===== src/rtl/cache_ctrl.sv =====
// cache_ctrl: sequences single CPU requests against an attached cache and a
// slow req/ack backing memory. Reads refill the cache on a miss; writes are
// write-through with write-allocate.
// Optional feature macro: CACHE_CTRL_STATS_EN adds saturating read hit/miss
// counters on outputs hit_count and miss_count.
module cache_ctrl #(
   parameter int ADDR_WIDTH = 8,
   parameter int DATA_WIDTH = 8
) (
   input  logic                  clk,
   input  logic                  rst,
   input  logic                  cpu_req,
   input  logic                  cpu_we,
   input  logic [ADDR_WIDTH-1:0] cpu_addr,
   input  logic [DATA_WIDTH-1:0] cpu_wdata,
   output logic [DATA_WIDTH-1:0] cpu_rdata,
   output logic                  cpu_ready,
   output logic                  cache_we,
   output logic [ADDR_WIDTH-1:0] cache_addr,
   output logic [DATA_WIDTH-1:0] cache_din,
   input  logic [DATA_WIDTH-1:0] cache_dout,
   input  logic                  cache_hit,
   output logic                  mem_req,
   output logic                  mem_we,
   output logic [ADDR_WIDTH-1:0] mem_addr,
   output logic [DATA_WIDTH-1:0] mem_wdata,
   input  logic [DATA_WIDTH-1:0] mem_rdata,
   input  logic                  mem_ack
`ifdef CACHE_CTRL_STATS_EN
   ,
   output logic [15:0]           hit_count,
   output logic [15:0]           miss_count
`endif
);

   typedef enum logic [2:0] {
      IDLE,
      LOOKUP,
      MEM_RD,
      FILL,
      MEM_WR,
      RESP
   } state_t;

   state_t                  state_q, state_d;
   logic                    we_q, we_d;
   logic [ADDR_WIDTH-1:0]   addr_q, addr_d;
   logic [DATA_WIDTH-1:0]   wdata_q, wdata_d;
   logic [DATA_WIDTH-1:0]   fill_q, fill_d;
   logic [DATA_WIDTH-1:0]   rdata_q, rdata_d;

   // State and request/data registers; reset abandons any memory transaction
   always_ff @(posedge clk or posedge rst) begin
      if (rst) begin
         state_q <= IDLE;
         we_q    <= 1'b0;
         addr_q  <= '0;
         wdata_q <= '0;
         fill_q  <= '0;
         rdata_q <= '0;
      end else begin
         state_q <= state_d;
         we_q    <= we_d;
         addr_q  <= addr_d;
         wdata_q <= wdata_d;
         fill_q  <= fill_d;
         rdata_q <= rdata_d;
      end
   end

   // Next-state and register update logic
   always_comb begin
      state_d = state_q;
      we_d    = we_q;
      addr_d  = addr_q;
      wdata_d = wdata_q;
      fill_d  = fill_q;
      rdata_d = rdata_q;
      case (state_q)
         IDLE: begin
            if (cpu_req) begin
               we_d    = cpu_we;
               addr_d  = cpu_addr;
               wdata_d = cpu_wdata;
               state_d = LOOKUP;
            end
         end
         LOOKUP: begin
            if (we_q) begin
               state_d = MEM_WR;
            end else if (cache_hit) begin
               rdata_d = cache_dout;
               state_d = RESP;
            end else begin
               state_d = MEM_RD;
            end
         end
         MEM_RD: begin
            if (mem_ack) begin
               fill_d  = mem_rdata;
               state_d = FILL;
            end
         end
         FILL: begin
            rdata_d = fill_q;
            state_d = RESP;
         end
         MEM_WR: begin
            if (mem_ack) begin
               state_d = RESP;
            end
         end
         RESP: begin
            state_d = IDLE;
         end
         default: begin
            state_d = IDLE;
         end
      endcase
   end

   // Moore output decode; addresses and data come straight from the latches
   always_comb begin
      cpu_ready  = (state_q == RESP);
      cache_we   = ((state_q == LOOKUP) && we_q) || (state_q == FILL);
      cache_din  = (state_q == FILL) ? fill_q : wdata_q;
      cache_addr = addr_q;
      mem_req    = (state_q == MEM_RD) || (state_q == MEM_WR);
      mem_we     = (state_q == MEM_WR);
      mem_addr   = addr_q;
      mem_wdata  = wdata_q;
      cpu_rdata  = rdata_q;
   end

`ifdef CACHE_CTRL_STATS_EN
   logic [15:0] hit_cnt_q, hit_cnt_d;
   logic [15:0] miss_cnt_q, miss_cnt_d;
   logic        rd_lookup;

   function automatic logic [15:0] sat_inc(input logic [15:0] v);
      return (v == 16'hFFFF) ? v : v + 16'd1;
   endfunction

   // Count read lookups only; writes never touch the counters
   always_comb begin
      rd_lookup  = (state_q == LOOKUP) && !we_q;
      hit_cnt_d  = hit_cnt_q;
      miss_cnt_d = miss_cnt_q;
      if (rd_lookup && cache_hit)  hit_cnt_d  = sat_inc(hit_cnt_q);
      if (rd_lookup && !cache_hit) miss_cnt_d = sat_inc(miss_cnt_q);
   end

   // Statistics counter registers
   always_ff @(posedge clk or posedge rst) begin
      if (rst) begin
         hit_cnt_q  <= '0;
         miss_cnt_q <= '0;
      end else begin
         hit_cnt_q  <= hit_cnt_d;
         miss_cnt_q <= miss_cnt_d;
      end
   end

   assign hit_count  = hit_cnt_q;
   assign miss_count = miss_cnt_q;
`endif

endmodule

===== config.mk =====
export PLATFORM = sky130hd
export DESIGN_NAME = cache_ctrl
export DESIGN_NICKNAME = d
export VERILOG_FILES = /design/src/rtl/cache_ctrl.sv
export SDC_FILE = /design/constraint.sdc
export NUM_CORES = 1
export LEC_CHECK = 0
export CELL_PAD_IN_SITES_DETAIL_PLACEMENT = 1
export CELL_PAD_IN_SITES_GLOBAL_PLACEMENT = 2
export CORE_ASPECT_RATIO = 1.2
export CORE_MARGIN = 2
export CORE_UTILIZATION = 28
export CTS_BUF_LIST = sky130_fd_sc_hd__clkbuf_2 sky130_fd_sc_hd__clkbuf_4 sky130_fd_sc_hd__clkbuf_8
export CTS_CLUSTER_SIZE = 24
export DETAILED_ROUTE_END_ITERATION = 7
export PLACE_DENSITY_LB_ADDON = 0.1
export SLEW_MARGIN = 20
export SYNTH_ARGS = -nofsm -noshare
export SYNTH_HDL_FRONTEND = slang
export SYNTH_SLANG_ARGS = --single-unit

===== constraint.sdc =====
create_clock -name clk -period 2.5 [get_ports clk]
set_input_delay 0.375 -clock clk [delete_from_list [all_inputs] [get_ports clk]]
set_output_delay 0.375 -clock clk [all_outputs]
set_load 0.05 [all_outputs]

### Word level (Yosys, flattened, before mapping)

Index checks and enable logic that the tools add are counted.
W data, S select, Z words.

* register bits: 36
* word-level logic and storage cells: 35
* output and inout bits: 44

* eq/ne operators: 10
* mux-type cells: 10
* reduce and logical (&&, ||, !) cells: 9

Operators by type and width (number)
* $mux W8: 3
* $pmux W8 S2: 1
* $mux W3: 5
* $pmux W3 S5: 1
* $ne A2 B2 Y1 const B: 4
* $eq A3 B2 Y1 const B: 2
* $eq A3 B3 Y1 const B: 2
* $reduce_and A3 Y1: 2
* $reduce_and A2 Y1: 2
* $eq A3 B1 Y1 const B: 1
* $logic_not A3 Y1: 1
* $logic_or A1 B1 Y1: 2
* $ne A2 B1 Y1 const B: 1
* $reduce_bool A2 Y1: 1
* $logic_and A1 B1 Y1: 1

### Longest topological paths before layout

* depth in word-level cells: 3
* depth in mapped cells: 5
* depth with buffers taken out: 3

### Worst setup path after synthesis

No wires, ideal clock.

* path kind: reg-to-output
* from: reg state_q[1]
* to: out mem_req
* buffers on the path: 1
* slack: 0.541 ns
* arrival time: 1.584 ns
* required time: 2.125 ns
* stages on the path, launching flop included: 5
* cells stage by stage: dfrtp_1 -> buf_4 -> clkinv_1 -> nand2_1 -> a21oi_1

* cells in the longest elaborated chain, start to end: 2
* elaborated cells between the ends (all ways): 3
* classes of those cells: eq/ne (2); reduce/logical (1)

RTL lines
* start: declaration: line 45 `state_t state_q, state_d;`
* start signal: assignment: line 62 `state_q <= state_d;`
* $eq A3 B2 Y1 / $eq A3 B3 Y1 (equally long branches): line 128 `mem_req = (state_q == MEM_RD) || (state_q == MEM_WR);`
* $logic_or A1 B1 Y1 (*): line 128
* end: declaration: line 23 `output logic mem_req,`

Every way passes the cells marked *; elsewhere a longest branch is shown, timed or not.

### Final worst setup path

* from: reg state_q[1]
* to: out mem_we

* cells in the longest elaborated chain, start to end: 1

RTL lines
* $eq A3 B3 Y1: line 129 `mem_we = (state_q == MEM_WR);`
* end: declaration: line 24 `output logic mem_we,`

Every way passes these cells.

==> results_dict.tcl <==
set metrics [dict create \
    status "finished, final reports clean" \
    vias_per_cell 4.549 \
    routedWlPerCell_um 15.82 \
    dp_hpwl_um 3635 \
    fin_crit_ps 2343 \
    synth_cells 136 \
    drc 0 \
    relSlewSlack 0.6025 \
    grt_start_max_net_pins 37 \
    clk_pin_slew_ps 70 \
    yosys-top-cells-count "dfrtp_1, mux2_2, o22ai_1, mux2_4, buf_4" \
    hold_buffers 0 \
    rows 31 \
    vias 1342 \
    totalNegativeSetupSlack_ps 0 \
    final.setup_skew_ps 5.650 \
    tightest_slew_ps 595.0 \
    finalMaxSlewViolations 0 \
    fillerInstances 675 \
    synth_cell_types 30 \
    synthArstFlopShare 1.000 \
    rsz0062_at_grt "false" \
    drt-initial-drc-count 34 \
    initial_utilization 0.2899 \
    cap_violations 0 \
    clock_latency_ps 280 \
    synth_nets 174 \
    synth_top_area_share 0.5136 \
    wirelength_um 4667 \
    r2r_setup_slack_ps 780 \
    syn-cell-area_um2 1754 \
    critPathCaptureType "primary output" \
    worstSetupStartpointType "flip-flop" \
    grt_usage 0.1423 \
    drive_above_1_share 0.2629 \
    port_buffers 81 \
    min_path_type "input port to asynchronous set/reset pin" \
    clockBufferDepth 2 \
    register_area_um2 900.9 \
    arrival_ps 1970 \
    yosysSeqAreaShare 0.5136 \
    antenna_found_initial 0 \
    setup_ws_ps 157.4 \
    grt_pass1_wl_um 7776 \
    root_buffer "clkbuf_8" \
    areaGrowthSynthToFinish_pct 57.99 \
    netlist_top_cells_area "dfrtp_1, mux2_2, mux2_4" \
    synth_ff_type "dfrtp_1" \
    gp_congestion 0.6379 \
    clock_sinks 36 \
    htree_levels 2 \
    fin_crit_sh 0.9370 \
    setup_viol 0 \
    grt_overflow 0 \
    critPathMaxFanout 11 \
    numCtsBuffers 5 \
    ios 82 \
    dp_slack_ps 410.2 \
    critPathKind "flip-flop to primary output" \
    yosysTopAreaCell "dfrtp_1" \
    core_area_um2 6051 \
    cts_tree "built" \
    antenna_cells 0 \
    synth_warnings 0 \
    yosys_register_bits 36 \
    critPathRequiredTime_ps 2120 \
    dieArea_um2 6917 \
    synth_edf_count 0 \
    grt_pass1_vias 1506 \
    multi_input_area_um2 721.9 \
    hold_viol_final 0 \
    nNetsFinal 251 \
    fmax_mhz 426.9 \
    timing.hold.ws_ps 504.6 \
    dr.pass1.iters 2 \
    die_h_um 90.71 \
    ant_nets 0 \
    die_x_um 76.26 \
    synth.most_common_cell "dfrtp_1" \
    synth_area_per_cell_um2 12.90 \
]
[placed cells by master (no fill, tap or decap), types with 2 or more instances in the layout]
| cell | n |
|---|---|
| inv_1 | 2 |
| a21oi_1 | 8 |
| o22ai_1 | 15 |
| buf_4 | 6 |
| nand2b_1 | 2 |
| nor2_1 | 5 |
| buf_12 | 8 |
| clkbuf_8 | 7 |
| mux2_2 | 23 |
| mux2_4 | 10 |
| nor2b_1 | 2 |
| dfrtp_1 | 36 |
| clkdlybuf4s50_1 | 72 |
[flip-flops by register name (all words and copies together), names as in the netlist]
register / cells
cache_addr: 8
cpu_rdata: 8
fill_q: 8
mem_wdata: 8
state_q: 3
we_q: 1
[critical path: stages, from the launching register on]
cell and delay [ps]:
dfrtp_1 560, clkinv_1 200, nand2_1 170, nor2_1 60, clkdlybuf4s50_1 710
[stage by stage]
step	util	cells	area, µm²
finish	0.4580	295	2771
global route	0.4580	295	2771
CTS	0.4576	295	2769
detailed placement	0.4417	288	2673
global placement	0.4417	288	2673
floorplan	-	136	1754
[worst paths after layout]
| kind | cells past startpoint | startpoint | end |
|---|---|---|---|
| worst max-delay path | 4 | state_q[1]$_DFFE_PP0P_ | mem_we |
| worst min-delay path | 3 | rst | cache_addr[4]$_DFFE_PP0P_ |
| worst max register to register | 4 | state_q[0]$_DFFE_PP0P_ | mem_wdata[0]$_DFFE_PP0P_ |
| worst min register to register | 1 | cpu_rdata[7]$_DFFE_PP0P_ | cpu_rdata[7]$_DFFE_PP0P_ |
| max in group asynchronous | 3 | rst | cpu_rdata[4]$_DFFE_PP0P_ |
| min in group clk | 1 | cpu_rdata[7]$_DFFE_PP0P_ | cpu_rdata[7]$_DFFE_PP0P_ |
[per-layer routing]
layer	wire (µm)	global-route usage
met1	1930	0.1692
met3	336	0.04300
met4	51	0.06061
met2	2348	0.2375
met5	0	0
[area by class of cell]
class | count | area share
Sequential cell | 36 | 0.3251
Timing Repair Buffer | 87 | 0.3386
Multi-Input combinational cell | 80 | 0.2605
Tap cell | 82 | 0.03702
Inverter | 3 | 0.004063
Clock buffer | 7 | 0.03476
[logic make-up after synthesis]
kind of cell,Yosys count,synth area share
flops,36,0.5135
mux,34,0.2389
compound gates,29,0.1020
buf+inv,20,0.07488
simple gates,17,0.07061
[timing repair]
item / 4_1_cts / 5_1_grt
resized for setup: 0 / 1
setup buffers: 0 / 0
endpoints found under the setup margin: 0 / 1
hold endpoints to repair: 0 / 0
Power is left out: the tool's default activity adds up to more than one toggle a clock period on the data nets, which glitch-free logic cannot reach.
